<file path="src/rtl/sub_pipe.sv">
// sub_pipe: two-stage pipelined subtractor with valid/ready handshakes on both sides.
//
// Stage 1 registers the operands and mode. Stage 2 registers the result and flags.
// The mode selects unsigned or signed arithmetic, with either wrap or saturate.
//
// Ports
//   clk        in   clock; all state updates on the rising edge
//   rst_n      in   asynchronous active-low reset
//   in_valid   in   in1/in2/mode carry an operation
//   in_ready   out  an operation is accepted this cycle
//   in1        in   minuend
//   in2        in   subtrahend
//   mode       in   00 uns wrap, 01 uns sat, 10 signed wrap, 11 signed sat
//   out_valid  out  out and the flags hold a result
//   out_ready  in   downstream takes the result this cycle
//   out        out  registered result
//   borrow     out  unsigned borrow (in1 < in2)
//   ovf        out  overflow for the selected mode
//   sat        out  a saturation clamp was applied
//   zero       out  out == 0 after clamping
module sub_pipe #(
    parameter int unsigned WIDTH = 16
) (
    input  logic             clk,
    input  logic             rst_n,
    input  logic             in_valid,
    output logic             in_ready,
    input  logic [WIDTH-1:0] in1,
    input  logic [WIDTH-1:0] in2,
    input  logic [1:0]       mode,
    output logic             out_valid,
    input  logic             out_ready,
    output logic [WIDTH-1:0] out,
    output logic             borrow,
    output logic             ovf,
    output logic             sat,
    output logic             zero
);

    logic             s1_v_q;
    logic [WIDTH-1:0] in1_q;
    logic [WIDTH-1:0] in2_q;
    logic [1:0]       mode_q;

    logic             s2_v_q;
    logic [WIDTH-1:0] out_q;
    logic             borrow_q;
    logic             ovf_q;
    logic             sat_q;
    logic             zero_q;

    logic             adv1;
    logic             adv2;
    logic             in_fire;

    logic [WIDTH:0]   diff;
    logic [WIDTH-1:0] raw;
    logic             borrow_d;
    logic             sovf;
    logic [WIDTH-1:0] out_d;
    logic             ovf_d;
    logic             sat_d;
    logic             zero_d;

    assign adv2     = !s2_v_q || out_ready;
    assign adv1     = !s1_v_q || adv2;
    assign in_ready = adv1;
    assign in_fire  = in_valid && adv1;

    // One extra bit on the difference yields the unsigned borrow directly.
    assign diff     = {1'b0, in1_q} - {1'b0, in2_q};
    assign borrow_d = diff[WIDTH];
    assign raw      = diff[WIDTH-1:0];
    assign sovf     = (in1_q[WIDTH-1] != in2_q[WIDTH-1]) && (raw[WIDTH-1] != in1_q[WIDTH-1]);

    always_comb begin
        out_d = raw;
        ovf_d = borrow_d;
        sat_d = 1'b0;
        unique case (mode_q)
            2'b00: begin
                ovf_d = borrow_d;
            end
            2'b01: begin
                ovf_d = borrow_d;
                if (borrow_d) begin
                    out_d = '0;
                    sat_d = 1'b1;
                end
            end
            2'b10: begin
                ovf_d = sovf;
            end
            default: begin
                ovf_d = sovf;
                if (sovf) begin
                    // Clamp toward the sign of the minuend.
                    out_d = in1_q[WIDTH-1] ? {1'b1, {(WIDTH-1){1'b0}}}
                                           : {1'b0, {(WIDTH-1){1'b1}}};
                    sat_d = 1'b1;
                end
            end
        endcase
        zero_d = (out_d == '0);
    end

    // Operand registers carry no reset; s1_v_q qualifies them.
    always_ff @(posedge clk) begin
        if (in_fire) begin
            in1_q  <= in1;
            in2_q  <= in2;
            mode_q <= mode;
        end
    end

    always_ff @(posedge clk or negedge rst_n) begin
        if (!rst_n) begin
            s1_v_q <= 1'b0;
        end else if (in_fire) begin
            s1_v_q <= 1'b1;
        end else if (adv2) begin
            s1_v_q <= 1'b0;
        end
    end

    // Result registers load only real data so stale operands never reach out.
    always_ff @(posedge clk or negedge rst_n) begin
        if (!rst_n) begin
            s2_v_q   <= 1'b0;
            out_q    <= '0;
            borrow_q <= 1'b0;
            ovf_q    <= 1'b0;
            sat_q    <= 1'b0;
            zero_q   <= 1'b1;
        end else if (adv2) begin
            s2_v_q <= s1_v_q;
            if (s1_v_q) begin
                out_q    <= out_d;
                borrow_q <= borrow_d;
                ovf_q    <= ovf_d;
                sat_q    <= sat_d;
                zero_q   <= zero_d;
            end
        end
    end

    assign out_valid = s2_v_q;
    assign out       = out_q;
    assign borrow    = borrow_q;
    assign ovf       = ovf_q;
    assign sat       = sat_q;
    assign zero      = zero_q;

endmodule

</file>
<file path="config.mk">
export PLATFORM = sky130hd
export DESIGN_NAME = sub_pipe
export DESIGN_NICKNAME = d
export VERILOG_FILES = /design/src/rtl/sub_pipe.sv
export SDC_FILE = /design/constraint.sdc
export NUM_CORES = 1
export LEC_CHECK = 0
export CAP_MARGIN = 20
export CELL_PAD_IN_SITES_DETAIL_PLACEMENT = 2
export CELL_PAD_IN_SITES_GLOBAL_PLACEMENT = 2
export CORE_MARGIN = 5
export CORE_UTILIZATION = 30
export CTS_CLUSTER_SIZE = 24
export DETAILED_ROUTE_END_ITERATION = 16
export PLACE_DENSITY_LB_ADDON = 0.1
export RECOVER_POWER = 25
export SLEW_MARGIN = 0
export SYNTH_ARGS = -nofsm -noshare
export SYNTH_HDL_FRONTEND = slang
export SYNTH_SLANG_ARGS = --single-unit
</file>
<file path="constraint.sdc">
create_clock -name clk -period 3.85 [get_ports clk]
set_input_delay 0.77 -clock clk [delete_from_list [all_inputs] [get_ports clk]]
set_output_delay 0.77 -clock clk [all_outputs]
set_load 0.1 [all_outputs]
</file>
Word-level counts from Yosys, hierarchy flattened
Index checks and enable logic that the tools add are counted.
Storage, ports and cells
  flip-flop bits (word level): 56
  input bits: 38
  output and inout bits: 22
  logic and storage cells: 37
Cells by class
  add/sub/neg operators: 1
  eq/ne operators: 4
  muxes and demuxes: 10
  reduce and logical (&&, ||, !) cells: 12
Operator list (number)
  $mux 16: 3
  $pmux 16 s2: 1
  $sub 16x16->17: 1
  $logic_not 16->1: 1
  $mux 1: 5
  $reduce_or 2->1: 2
  $eq 2x1->1 const B: 1
  $eq 2x2->1 const B: 1
  $logic_and 1x1->1: 2
  $logic_not 1->1: 2
  $logic_not 2->1: 1
  $logic_or 1x1->1: 2
  $ne 1x1->1: 2
  $pmux 1 s2: 1
  $reduce_and 2->1: 1
  $reduce_bool 2->1: 1

Longest topological paths before layout
  depth after elaboration: 6
  gate-level depth with buffers: 19
  mapped depth without buffers: 18

Least setup slack after synthesis
Ideal clock, no wire load.
  path kind: flip-flop to flip-flop
  from: reg in1_q[6]
  to: reg zero_q (netlist: zero)
  library setup time: 79 ps
  data arrival time: 3825 ps
  data required time: 3771 ps
  slack: -55 ps
  stages on the path, launching flop included: 17
  path buffers: 0
  clock period less this slack: 3905 ps
  cell sequence: edfxtp_1 -> ha_1 -> a2111o_1 -> o211a_1 -> a211oi_2 -> o21ai_0 -> a21o_1 -> a21o_1 -> a21oi_1 -> fa_1 -> nor4_2 -> nor4_1 -> o221ai_1 -> nor4_1 -> nand3b_1 -> o32ai_1 -> a22o_1
Between the ends
  word-level cells in the longest chain between the ends: 6
  elaborated cells between the ends (all ways): 7
  those cells by class: 1 x add/sub; 1 x eq/ne; 3 x mux; 2 x reduce/logical
RTL lines
  from (decl): RTL line 41  | logic [WIDTH-1:0] in1_q;
  from (signal assigned): RTL line 110  | in1_q <= in1;
  $sub 16x16->17 (*): RTL line 71  | assign diff = {1'b0, in1_q} - {1'b0, in2_q};
  $ne 1x1->1: RTL line 74  | assign sovf = (in1_q[WIDTH-1] != in2_q[WIDTH-1]) && (raw[WIDTH-1] != in1_q[WIDTH-1]);
  $logic_and 1x1->1: RTL line 74
  $mux 16: RTL line 96  | if (sovf) begin
  $pmux 16 s2 (*): RTL line 80  | unique case (mode_q)
  $logic_not 16->1 (*): RTL line 104  | zero_d = (out_d == '0);
  to (signal assigned): RTL line 142  | zero_q <= zero_d;
  to (decl): RTL line 50  | logic zero_q;
Every way passes the cells marked *; elsewhere a longest branch is shown, timed or not.
A chain may end at the register's enable or synchronous reset.

Final worst setup path
  from: reg in1_q[1]
  to: reg out_q[11] (netlist: out[11])
Between the ends
  word-level cells in the longest chain between the ends: 5
  elaborated cells between the ends (all ways): 6
  those cells by class: 1 x add/sub; 1 x eq/ne; 3 x mux; 1 x reduce/logical
RTL lines
  $sub 16x16->17 (*): RTL line 71
  $ne 1x1->1: RTL line 74
  $logic_and 1x1->1: RTL line 74
  $mux 16: RTL line 96
  $pmux 16 s2 (*): RTL line 80
  to (signal assigned): RTL line 138  | out_q <= out_d;
  to (decl): RTL line 46  | logic [WIDTH-1:0] out_q;
Marks and branches as above.

==> impl_metrics.py <==
metrics = {
    "timing": {
        "slew_headroom": 0.3317,
        "max_clock_freq_mhz": 253.4,
        "tightest_slew_ps": 999.4,
        "tns_ps": -224.7,
        "fin_crit_ps": 3947,
        "finalSetupViolations": 5,
        "timing.hold.ws_ps": 487.5,
        "fin_ws_ps": -96.96,
        "hold_violations": 0,
        "fin_crit_sh": 1.025,
        "fin_skew_ps": 8.816,
        "maxSlewViolCount": 0,
        "grt_setup_unrepaired": "true",
    },
    "finish": {
        "finish.utilization": 0.4403,
        "layout.cells.most_common": "buf_4",
        "most-common-layout-cells": "buf_4, edfxtp_1, clkdlybuf4s50_1",
        "nets": 435,
        "final_cells": 512,
        "drive_gt1_frac": 0.2164,
        "n_antenna_cell": 0,
        "nFillCells": 1047,
        "syn2layout_area_growth_pct": 43.27,
    },
    "yosys": {
        "synth_seq_area_share": 0.5235,
        "yosysUniqueCellTypes": 50,
        "syn_area_sq_mm": 0.003004,
        "async_flop_share": 0.3929,
        "yosys_warnings": 0,
        "synthCells": 272,
        "syn_avg_cell_area_sq_um": 11.04,
        "ys_seq_elements": 56,
        "syn_nets": 329,
        "synth_ff_type": "edfxtp_1",
        "synth_edf_count": 34,
    },
    "routing": {
        "post-route-drc-count": 0,
        "dr.pass1.iters": 4,
        "drt-initial-drc-count": 76,
        "via_count": 2552,
        "drt_wl_total_mm": 8.603,
        "detail_route.wl_per_cell_um": 16.80,
        "ant_nets": 0,
        "viasPerCell": 4.984,
    },
    "placement": {
        "placedCellCount": 483,
        "io_buffers": 59,
        "place.gp.congestion": 0.7689,
        "dp_hpwl_mm": 6.326,
        "place_worst_setup_slack_ps": -366.2,
    },
    "setup_path": {
        "crit_type": "flip-flop to flip-flop",
        "slowest_stage": "fa_2",
        "startpoint_type": "flip-flop",
        "critPathCaptureType": "flip-flop",
        "reg2regPathDepth": 17,
        "worstPathCellList": "ha_1 > nor2b_4 > o31a_1 > o211a_1 > a211oi_2 > o21ai_1 > a21o_1 > a21o_1 > a21oi_2 > fa_2 > xor2_1 > o21ai_2 > nand2_2 > nor2_1 > o21ai_1 > buf_4 > mux2_2",
        "crit_arrival_ps": 4150,
        "max_stage_delay_ps": 490,
        "crit_required_ps": 4050,
        "path_max_fanout": 4,
    },
    "floorplanning": {
        "core_sq_mm": 0.009774,
        "io_pins": 60,
        "dieArea_sq_mm": 0.01212,
        "die_width_um": 110.1,
        "rows": 36,
        "initial_core_util": 0.3073,
        "die_h_um": 110.1,
    },
    "clocking": {
        "clk_latency_ps": 300,
        "cts_sinks": 56,
        "cts_hold_buf": 0,
        "clk_pin_slew_ps": 100,
        "cts_tree": "built",
        "cts_root_buf": "clkbuf_8",
        "cts_buffers": 5,
        "htreeDepth": 2,
        "clk_path_buf_depth": 2,
    },
    "global_route": {
        "grt_pass1_wl_mm": 13.81,
        "grt.total_usage": 0.1456,
        "grt_max_degree": 36,
        "antenna_found_initial": 0,
        "overflow": 0,
        "grt_pass1_vias": 2727,
    },
    "outcome": {
        "violations": "setup timing",
        "outcome": "complete, but fails checks",
    },
    "flow_run": {
        "timing.max_cap.violations": 0,
    },
    "power": {
        "irDropWorstVdd_uv": 270.6,
        "p_leak_nw": 1.788,
        "powerDensity_mw_per_mm2": 494.0,
    },
    "hold_path": {
        "holdPathStages": 1,
        "hp-class": "flip-flop to flip-flop",
    },
}
==> worst paths after layout <==
| path | from | end | slack, ps |
|---|---|---|---|
| max | in1_q[1] | out[11] | -100 |
| min | out[10] | out[10] | 490 |
| max reg2reg | in1_q[1] | out[11] | -100 |
| min reg2reg | out[10] | out[10] | 490 |
| max in group asynchronous | rst_n | zero | 2600 |
| min in group asynchronous | rst_n | out[3] | 780 |
==> through the flow <==
step	cell area [sq um]	power [mW]
after floorplan	3013	1.436
after global placement	3930	1.717
after detailed placement	3930	1.739
after CTS	4199	2.126
after global routing	4304	2.235
final	4304	2.126
==> Yosys cell counts (2+ instances only) <==
library cell	count	share of area
clkbuf_1	5	0.0062
a21o_1	9	0.022
a211oi_1	6	0.015
o211ai_1	2	0.0050
o31a_1	4	0.012
nor2_1	11	0.014
inv_1	22	0.027
o21ai_0	23	0.038
a211o_1	2	0.0058
dfrtp_1	21	0.17
edfxtp_1	34	0.34
o2111ai_1	3	0.0087
nand3_1	2	0.0033
fa_1	2	0.013
nand3b_1	2	0.0050
nor2b_1	6	0.012
o221ai_1	2	0.0058
nor3_1	5	0.0083
xnor2_1	7	0.020
nand2_1	23	0.029
o32ai_1	2	0.0058
mux2_2	3	0.011
o21a_1	8	0.020
nor4_1	3	0.0062
ha_1	17	0.071
buf_2	2	0.0033
o31ai_1	6	0.015
a21oi_1	15	0.025
nand2b_1	4	0.0083
==> area by class of cell <==
cell class              instances  area, sq um  share of cell area
inverters                      22        82.58             0.01919
clock buffers                   8        90.09             0.02093
well taps                     133        166.4             0.03866
flip-flops and latches         56         1573              0.3654
repair buffers                107        972.2              0.2259
multi-input cells             186         1420              0.3299
==> metal layers <==
metal	track usage	wire, um
met5	0	0
met4	0.03028	70
met3	0.02388	245
met2	0.2652	4488
met1	0.1805	3797
==> critical path: cells and delay by family (launching register included) <==
| family | cells | cell delay [ps] |
|---|---|---|
| AO/OA/AOI/OAI | 9 | 1690 |
| adder cells (fa/ha/maj) | 2 | 800 |
| flip-flops | 1 | 420 |
| AND/OR/NAND/NOR | 3 | 330 |
| multiplexers | 1 | 240 |
| XOR/XNOR | 1 | 190 |
| buffers and inverters | 1 | 140 |
==> flip-flops by register name, indices dropped and copies added (netlist names) <==
name / cells
borrow: 1
in1_q: 16
in2_q: 16
mode_q: 2
out: 16
out_valid: 1
ovf: 1
s1_v_q: 1
sat: 1
zero: 1
==> kinds of logic (layout without fill, tap and decap cells) <==
group / Yosys count / in the layout / synth area share
buf+inv: 30 / 137 / 0.04082
xor+xnor: 8 / 8 / 0.02332
mux: 3 / 3 / 0.01124
fa+ha+maj: 19 / 19 / 0.08413
compound gates: 93 / 93 / 0.2128
flops: 56 / 56 / 0.5235
simple gates: 63 / 63 / 0.1041
==> timing repair <==
action | in CTS | in global routing
pin swaps | 9 | 8
gates resized for setup | 14 | 20
endpoints found under the setup margin | 16 | 17
setup buffers | 17 | 3
hold endpoints to repair | 0 | 0
==> report_power, final <==
part           total (mW)  internal (mW)  switching (mW)
Sequential          0.763          0.722          0.0414
Clock               0.334          0.147           0.187
Combinational        1.03          0.332           0.697
No activity file was read; power rests on OpenSTA's default activity.
